**config.mk**
```make
export PLATFORM = sky130hd
export DESIGN_NAME = gcm_ae_deadlock_detector
export DESIGN_NICKNAME = d
export VERILOG_FILES = /design/src/rtl/gcm_ae_deadlock_detector.sv
export SDC_FILE = /design/constraint.sdc
export NUM_CORES = 1
export LEC_CHECK = 0
export BUFFER_PORTS_ARGS = -buffer_cell sky130_fd_sc_hd__buf_4
export CAP_MARGIN = 40
export CORE_UTILIZATION = 45
export DETAILED_ROUTE_END_ITERATION = 12
export GPL_TIMING_DRIVEN = 0
export PLACE_DENSITY_LB_ADDON = 0.15
export SLEW_MARGIN = 30
export SYNTH_ARGS = -nofsm -noshare
export SYNTH_HDL_FRONTEND = slang
export SYNTH_SLANG_ARGS = --single-unit
```
**constraint.sdc**
```tcl
create_clock -name clock -period 2.9 [get_ports clock]
set_clock_uncertainty 0.2 [all_clocks]
set_input_delay 0.29 -clock clock [delete_from_list [all_inputs] [get_ports clock]]
set_output_delay 0.29 -clock clock [all_outputs]
set_load 0.1 [all_outputs]
```
**src/rtl/gcm_ae_deadlock_detector.sv**
```systemverilog
// gcm_ae_deadlock_detector
//
// Watches the registered block flags of the GCM_AE_HW_1x1 deadlock monitors
// and declares a deadlock once at least one monitor has been blocked for
// THRESHOLD consecutive cycles with no dataflow progress. The blocking mask
// and its lowest set index are latched on the detection edge. They are then
// offered once to the debug/status path over a valid/ready handshake.
//
// Optional feature macro: GCM_AE_DEADLOCK_CYCLE_STAMP_EN
//   When defined, a free-running 32-bit cycle counter runs from reset.
//   rpt_stamp captures its value on the detection edge.
//   When undefined, rpt_stamp is tied to 0.
//
// Ports:
//   clock          sole clock, rising edge
//   reset          synchronous active-high reset
//   mon_block      per-monitor block flags (bit i = monitor i)
//   progress       high in any cycle with a completed stream handshake
//   clear          synchronous clear of a detected deadlock
//   deadlock       sticky deadlock flag
//   deadlock_mask  mon_block snapshot from the detection cycle
//   deadlock_idx   lowest set bit index of deadlock_mask
//   rpt_valid      report word valid
//   rpt_ready      report consumer ready
//   rpt_data       report word {deadlock_idx, deadlock_mask}
//   rpt_stamp      detection cycle stamp (0 when stamping is not built)
//
// state    | meaning
// ---------+------------------------------------------------------------
// IDLE     | not blocked, counter at 0
// SUSPECT  | blocked for cnt consecutive cycles, below THRESHOLD
// DEADLOCK | deadlock declared; mask/idx frozen until clear or reset

module gcm_ae_deadlock_detector #(
    parameter int N_MON     = 7,
    parameter int THRESHOLD = 16,
    parameter int IDX_W     = 3
) (
    input  logic                   clock,
    input  logic                   reset,
    input  logic [N_MON-1:0]       mon_block,
    input  logic                   progress,
    input  logic                   clear,
    output logic                   deadlock,
    output logic [N_MON-1:0]       deadlock_mask,
    output logic [IDX_W-1:0]       deadlock_idx,
    output logic                   rpt_valid,
    input  logic                   rpt_ready,
    output logic [IDX_W+N_MON-1:0] rpt_data,
    output logic [31:0]            rpt_stamp
);

    localparam int CW = $clog2(THRESHOLD + 1);

    typedef enum logic [1:0] {
        IDLE     = 2'd0,
        SUSPECT  = 2'd1,
        DEADLOCK = 2'd2
    } state_t;

    state_t        state;
    logic [CW-1:0] cnt;
    logic          blk;
    logic          detect;

    // A progress pulse overrides any block flags in the same cycle.
    assign blk    = (|mon_block) & ~progress;
    assign detect = (state == SUSPECT) && blk && (cnt == CW'(THRESHOLD - 1));

    function automatic logic [IDX_W-1:0] lowest_idx(input logic [N_MON-1:0] m);
        logic [IDX_W-1:0] r;
        r = '0;
        // Scan downward so the lowest set bit wins.
        for (int i = N_MON - 1; i >= 0; i--) begin
            if (m[i]) r = IDX_W'(i);
        end
        return r;
    endfunction

    always_ff @(posedge clock) begin
        if (reset || clear) begin
            // A clear overrides a detection that would happen in the same cycle.
            state         <= IDLE;
            cnt           <= '0;
            deadlock      <= 1'b0;
            deadlock_mask <= '0;
            deadlock_idx  <= '0;
            rpt_valid     <= 1'b0;
        end else begin
            case (state)
                IDLE: begin
                    if (blk) begin
                        state <= SUSPECT;
                        cnt   <= CW'(1);
                    end else begin
                        cnt <= '0;
                    end
                end
                SUSPECT: begin
                    if (!blk) begin
                        state <= IDLE;
                        cnt   <= '0;
                    end else if (detect) begin
                        state         <= DEADLOCK;
                        deadlock      <= 1'b1;
                        deadlock_mask <= mon_block;
                        deadlock_idx  <= lowest_idx(mon_block);
                        rpt_valid     <= 1'b1;
                    end else if (cnt != CW'(THRESHOLD)) begin
                        cnt <= cnt + CW'(1);
                    end
                end
                DEADLOCK: begin
                    // The report is offered once per event. The ready input
                    // has no effect once the report has been taken.
                    if (rpt_valid && rpt_ready) rpt_valid <= 1'b0;
                end
                default: begin
                    state <= IDLE;
                    cnt   <= '0;
                end
            endcase
        end
    end

    assign rpt_data = {deadlock_idx, deadlock_mask};

`ifdef GCM_AE_DEADLOCK_CYCLE_STAMP_EN
    logic [31:0] cycle_cnt;
    logic [31:0] stamp;

    // The cycle counter is reset only by reset, never by clear.
    always_ff @(posedge clock) begin
        if (reset) begin
            cycle_cnt <= '0;
            stamp     <= '0;
        end else begin
            cycle_cnt <= cycle_cnt + 32'd1;
            if (clear)       stamp <= '0;
            else if (detect) stamp <= cycle_cnt;
        end
    end

    assign rpt_stamp = stamp;
`else
    assign rpt_stamp = 32'd0;
`endif

endmodule
```
Yosys cells after proc, flatten, opt, wreduce, memory -nomap -nowiden --
Index checks and enable logic that the tools add are counted. Widths: inputs -> output; s select.
Storage, ports and cells: RAM bits 0, memories kept 0, bits of input ports 12, memory bits (read-only) 0, register bits after elaboration 19, latch bits 0
Cells by class: shift-type cells 0, bitwise gates (word level) 3, $add $sub $neg 1, divide/modulo/power cells 0, equality and inequality tests 11, $lt $le $gt $ge 0, multiplexer cells 20, multipliers 0, reduce and logical (&&, ||, !) cells 11
Operators by type and width (number):
- $mux 3 | 7
- $mux 5 | 3
- $pmux 5 s3 | 1
- $reduce_and 3->1 | 3
- $ne 2x2->1 const B | 4
- $reduce_or 7->1 | 1
- $mux 2 | 3
- $ne 3x3->1 const B | 2
- $pmux 2 s3 | 1
- $add 5x1->5 const B | 1
- $eq 5x4->1 const B | 1
- $ne 5x5->1 const B | 1
- $mux 1 | 4
- $reduce_and 4->1 | 1
- $logic_and 1x1->1 | 3
- $ne 3x2->1 const B | 1
- $eq 2x1->1 const B | 1
- $eq 2x2->1 const B | 1
- $logic_not 2->1 | 1
- $not 1->1 | 2
- $pmux 1 s2 | 1
- $reduce_bool 2->1 | 1
- $and 1x1->1 | 1
- $logic_or 1x1->1 | 1

Logic depth before layout (Yosys ltp) --
word-level depth 7, mapped depth 9

Worst setup path before layout --
No wires, ideal clock.
path kind reg2reg, start reg cnt[0], end reg deadlock_mask[1], setup time 128 ps, required time 2572 ps, buffers on the path 2, cell stages (with the launch flop) 10, clock period less this slack 2149 ps, arrival time 1821 ps, setup slack 751 ps, path through dfxtp_1 -> ha_1 -> and3_1 -> ha_1 -> nand2_1 -> a2111oi_2 -> buf_6 -> buf_6 -> mux2i_1 -> nor2_1
Between the ends: cells in the longest elaborated chain, start to end 3
Ends and longest elaborated chain:
- start, declared | line 62 | logic [CW-1:0] cnt;
- start signal, assigned | line 110 | cnt <= cnt + CW'(1);
- $eq 5x4->1 | line 68 | assign detect = (state == SUSPECT) && blk && (cnt == CW'(THRESHOLD - 1));
- $logic_and 1x1->1 | line 68
- $reduce_and 3->1 (no line)
- end signal, assigned | line 106 | deadlock_mask <= mon_block;
- end, declared | line 45 | output logic [N_MON-1:0] deadlock_mask,
No other way between the ends. A chain may end at the register's enable or synchronous reset.

Worst setup path in the final report --
start reg cnt[1], end reg deadlock_mask[3]
The elaborated chain is that of the path after synthesis.

==> flow_summary.html <==
<table>
<tr><th>Metric</th><th>Value</th></tr>
<tr><th colspan="2">Outcome</th></tr>
<tr><td>Status</td><td>finished, final reports clean</td></tr>
<tr><th colspan="2">Min path</th></tr>
<tr><td>Classification of the worst-slack hold path</td><td>input pin to register</td></tr>
<tr><td>Hold Crit Endpoint</td><td>deadlock_mask[6]</td></tr>
<tr><td>Number of cells on the worst hold path</td><td>3</td></tr>
<tr><td>Hold Crit Start</td><td>mon_block[6]</td></tr>
<tr><th colspan="2">Routing</th></tr>
<tr><td>Number of antenna-violating nets in the routed design</td><td>0</td></tr>
<tr><td>Post-route DRC</td><td>0</td></tr>
<tr><td>Overall routed net length</td><td>around 2400 um</td></tr>
<tr><td>Routed len/inst</td><td>a little under 10 um</td></tr>
<tr><td>Drt initial violations</td><td>17</td></tr>
<tr><td>Via count</td><td>between 1000 and 1500</td></tr>
<tr><td>Number of vias per cell</td><td>around 4.4</td></tr>
<tr><td>Initial DRT Pass Iterations</td><td>4</td></tr>
<tr><th colspan="2">Placement</th></tr>
<tr><td>Inst Count DP</td><td>~240</td></tr>
<tr><td>DPL Wire Length</td><td>1880 um</td></tr>
<tr><td>Post-Place Setup Slack</td><td>between 0.5 and 0.6 ns</td></tr>
<tr><td>Port bufs</td><td>33</td></tr>
<tr><td>Post-detailed-placement cell area</td><td>~1700 um^2</td></tr>
<tr><td>Routability congestion estimate from global placement</td><td>about 0.67</td></tr>
<tr><th colspan="2">Floorplan</th></tr>
<tr><td>Ports</td><td>66</td></tr>
<tr><td>Chip Height</td><td>approximately 55 um</td></tr>
<tr><td>Core ar.</td><td>2570 um^2</td></tr>
<tr><td>Starting density of the core</td><td>about half</td></tr>
<tr><td>Row cnt</td><td>18</td></tr>
<tr><td>Die outline area</td><td>between 3000 and 4000 um^2</td></tr>
<tr><td>Horiz. Die Dim</td><td>about 55 um</td></tr>
<tr><th colspan="2">Setup path</th></tr>
<tr><td>Type of the worst setup path</td><td>register to register</td></tr>
<tr><td>Setup slack on the worst flop-to-flop path</td><td>0.46 ns</td></tr>
<tr><td>Series of cell instances along the critical path</td><td>ha_1 &gt; and3_1 &gt; ha_1 &gt; nand2_1 &gt; a2111oi_2 &gt; buf_6 &gt; buf_6 &gt; mux2i_1 &gt; nor2_1</td></tr>
<tr><td>Highest cell delay on the worst timing path</td><td>around 0.48 ns</td></tr>
<tr><td>Crit. End Element</td><td>register</td></tr>
<tr><td>Library cell contributing the largest single delay on the critical path</td><td>sky130_fd_sc_hd__a2111oi_2</td></tr>
<tr><td>Arr. time, crit path</td><td>about 2.4 ns</td></tr>
<tr><td>Maximum fanout encountered on the critical timing path</td><td>10</td></tr>
<tr><td>FF-to-FF path depth</td><td>9</td></tr>
<tr><td>Reg-to-Reg Start</td><td>cnt[1]</td></tr>
<tr><td>Startpoint types</td><td>register</td></tr>
<tr><td>Reg2reg end</td><td>deadlock_mask[3]</td></tr>
<tr><td>Critical path required time</td><td>2.88 ns</td></tr>
<tr><th colspan="2">Yosys</th></tr>
<tr><td>Yosys warnings</td><td>0</td></tr>
<tr><td>Cell Area, Synth</td><td>between 1000 and 1500 um^2</td></tr>
<tr><td>Number of instances in the synthesized netlist</td><td>144</td></tr>
<tr><td>Largest area contributor in the netlist</td><td>sky130_fd_sc_hd__dfxtp_1</td></tr>
<tr><td>Post-synthesis register bit count</td><td>19</td></tr>
<tr><td>Yosys top cell area share</td><td>29.9%</td></tr>
<tr><td>Leading register cell type out of synthesis</td><td>sky130_fd_sc_hd__dfxtp_1</td></tr>
<tr><td>Most frequent cells after synthesis</td><td>42 x sky130_fd_sc_hd__buf_4, 19 x sky130_fd_sc_hd__dfxtp_1, 15 x sky130_fd_sc_hd__nor2_1</td></tr>
<tr><td>Area contributors post-synth</td><td>sky130_fd_sc_hd__dfxtp_1 30%, sky130_fd_sc_hd__buf_4 25%, sky130_fd_sc_hd__mux2i_1 8.6%</td></tr>
<tr><td>Post-Synthesis Mean Instance Area</td><td>between 8 and 9 um^2</td></tr>
<tr><td>Post-synthesis cell type count</td><td>31</td></tr>
<tr><td>Share of async-settable or async-resettable flops after synthesis</td><td>0%</td></tr>
<tr><td>Count of flip-flops with a built-in enable after synthesis</td><td>0</td></tr>
<tr><td>Most frequently used cell type in the post-synthesis netlist</td><td>sky130_fd_sc_hd__buf_4</td></tr>
<tr><td>Sequential area share after synthesis</td><td>between 20% and 30%</td></tr>
<tr><th colspan="2">Layout</th></tr>
<tr><td>Final non-filler cell area</td><td>1710 um^2</td></tr>
<tr><td>Final Core Density</td><td>roughly two thirds</td></tr>
<tr><td>Final cell count without fillers</td><td>approximately 240</td></tr>
<tr><td>Share of final-layout standard cells stronger than drive strength 1</td><td>about two fifths</td></tr>
<tr><td>Area overhead of the layout relative to synthesis</td><td>34.4%</td></tr>
<tr><td>Final Net Count</td><td>approximately 230</td></tr>
<tr><td>Number of inserted diodes</td><td>0</td></tr>
<tr><th colspan="2">STA</th></tr>
<tr><td>Portion of the clock cycle consumed by the worst path in the final layout</td><td>between 80% and 90%</td></tr>
<tr><td>Unrepaired setup endpoints after global routing</td><td>false</td></tr>
<tr><td>Hold Worst Slack</td><td>roughly 0.066 ns</td></tr>
<tr><td>Post-layout minimum cycle time</td><td>2.44 ns</td></tr>
<tr><td>Achievable Freq</td><td>between 400 and 500 MHz</td></tr>
<tr><td>Final Slew Violations</td><td>0</td></tr>
<tr><td>Final total negative setup slack</td><td>0 ns</td></tr>
<tr><td>Post-layout worst setup margin</td><td>between 0.4 and 0.5 ns</td></tr>
<tr><td>Relative slew slack</td><td>between 60% and 70%</td></tr>
<tr><td>Hold Vio Cnt, Final</td><td>0</td></tr>
<tr><td>Count of final setup violators</td><td>0</td></tr>
<tr><td>Slew at the pin with the worst max-slew slack</td><td>around 0.55 ns</td></tr>
<tr><th colspan="2">Clock network</th></tr>
<tr><td>Clock Tree Buf Depth</td><td>2</td></tr>
<tr><td>Number of H-tree levels</td><td>1</td></tr>
<tr><td>Number of buffers created by CTS</td><td>3</td></tr>
<tr><td>Post-CTS Setup Inserts</td><td>0</td></tr>
<tr><td>Clk_lat worst skew</td><td>0.29 ns</td></tr>
<tr><td>TritonCTS clock tree</td><td>done</td></tr>
<tr><td>Root buffer cell</td><td>sky130_fd_sc_hd__clkbuf_4</td></tr>
<tr><td>Clock transition at path regs</td><td>roughly 0.11 ns</td></tr>
<tr><td>Sinks on the clock net</td><td>19</td></tr>
<tr><th colspan="2">Power</th></tr>
<tr><td>Max rail drop VDD</td><td>just under 300 uV</td></tr>
<tr><td>Power Density</td><td>approximately 380 nW/um^2</td></tr>
<tr><td>Static power due to leakage</td><td>0.838 nW</td></tr>
<tr><td>Total Power Consumption</td><td>about 650 uW</td></tr>
<tr><th colspan="2">Global routing</th></tr>
<tr><td>Global-route wire length before repair</td><td>roughly 4200 um</td></tr>
<tr><td>Overflow left after global routing</td><td>0</td></tr>
<tr><td>GRT Resource Usage Total</td><td>16.7%</td></tr>
<tr><td>Initial antenna violation count</td><td>0</td></tr>
<tr><td>Largest net degree at the start of global routing</td><td>11</td></tr>
<tr><td>Vias in the first global route</td><td>923</td></tr>
<tr><th colspan="2">Job</th></tr>
<tr><td>Max-capacitance violation count</td><td>0</td></tr>
</table>
==> power breakdown <==
part	internal (mW)	switching, mW	total (mW)	leakage [nW]
Combinational	0.0468	0.206	0.253	0.670
Clock	0.0535	0.0814	0.135	0.0150
Sequential	0.262	0.00132	0.263	0.153
Total	0.362	0.289	0.651	0.838
==> metal layers <==
layer	global-route usage [%]	vias to the layer above	wire length (um)
met5	0	-	0
met1	20.1	460	1030
met2	28.6	64	1110
met4	4.29	0	10
li1	-	543	-
met3	5.39	2	264
==> critical path: cells and delay by family (launching register included) <==
family                     cells  cell delay (ns)
AOI/OAI and AO/OA              1             0.48
DFF                            1             0.42
buffers and inverters          2             0.37
adders and majority gates      2             0.34
and+or+nand+nor                3             0.31
muxes                          1             0.20
==> worst max path at each step <==
stage	startpoint	end	slack [ns]	depth (start not counted)
global route	cnt[0]	deadlock_mask[1]	0.31	9
detailed placement	cnt[1]	deadlock_mask[1]	0.52	9
finish	cnt[1]	deadlock_mask[3]	0.46	9
floorplan	cnt[0]	deadlock_mask[1]	0.75	9
global placement	cnt[1]	deadlock_mask[2]	0.58	9
CTS	cnt[1]	deadlock_mask[1]	0.47	9
==> sequential cells by signal, summed over array words and instances, names as in the netlist <==
| register | count |
|---|---|
| rpt_valid | 1 |
| deadlock_idx | 3 |
| cnt | 5 |
| deadlock_mask | 7 |
| deadlock | 1 |
| state | 2 |
==> kinds of logic after synthesis <==
kind of cell / Yosys count / share of synthesized area (%)
flip-flops: 19 / 29.9
adder cells (fa/ha/maj): 3 / 2.95
other: 1 / 0.294
buffers and inverters: 53 / 29.2
AO/OA/AOI/OAI: 18 / 12.3
multiplexers: 11 / 8.64
AND/OR/NAND/NOR: 39 / 16.8
==> area by class of cell <==
| type | count | area, um^2 |
|---|---|---|
| flip-flops and latches | 19 | 380 |
| fillers | 213 | 856 |
| plain buffers | 46 | 345 |
| inverters | 7 | 26.3 |
| clock buffers | 4 | 26.3 |
| well taps | 30 | 37.5 |
| multi-input cells | 103 | 638 |
| repair buffers | 34 | 258 |
==> timing repair <==
action | 4_1_cts | 5_1_grt
resized for setup | 0 | 0
setup endpoints to repair | 0 | 0
hold endpoints to repair | 1 | 0
hold buffers | 1 | 0
==> layout by cell type (no fill, tap or decap) <==
master,n
sky130_fd_sc_hd__nor3_1,1
sky130_fd_sc_hd__a211oi_1,2
sky130_fd_sc_hd__nor3b_1,1
sky130_fd_sc_hd__or2_2,1
sky130_fd_sc_hd__conb_1,32
sky130_fd_sc_hd__nor2b_1,1
sky130_fd_sc_hd__o21ai_0,2
sky130_fd_sc_hd__or3_1,1
sky130_fd_sc_hd__a2111oi_4,1
sky130_fd_sc_hd__nand2_1,7
sky130_fd_sc_hd__nand2b_1,5
sky130_fd_sc_hd__a211oi_2,2
sky130_fd_sc_hd__dlygate4sd3_1,1
sky130_fd_sc_hd__and3_1,2
sky130_fd_sc_hd__ha_1,3
sky130_fd_sc_hd__nor3_4,1
sky130_fd_sc_hd__o211ai_1,4
sky130_fd_sc_hd__nand3b_1,1
sky130_fd_sc_hd__nand4_1,1
sky130_fd_sc_hd__a2111oi_2,1
sky130_fd_sc_hd__buf_1,1
sky130_fd_sc_hd__clkbuf_1,2
sky130_fd_sc_hd__o311ai_1,1
sky130_fd_sc_hd__nor2_1,15
sky130_fd_sc_hd__a21oi_1,5
sky130_fd_sc_hd__inv_1,7
sky130_fd_sc_hd__buf_4,75
sky130_fd_sc_hd__clkbuf_4,3
sky130_fd_sc_hd__buf_6,2
sky130_fd_sc_hd__nor4_4,1
sky130_fd_sc_hd__mux2i_1,11
sky130_fd_sc_hd__nand3_1,1
sky130_fd_sc_hd__dfxtp_1,19
(Power assumes the default switching activity.)
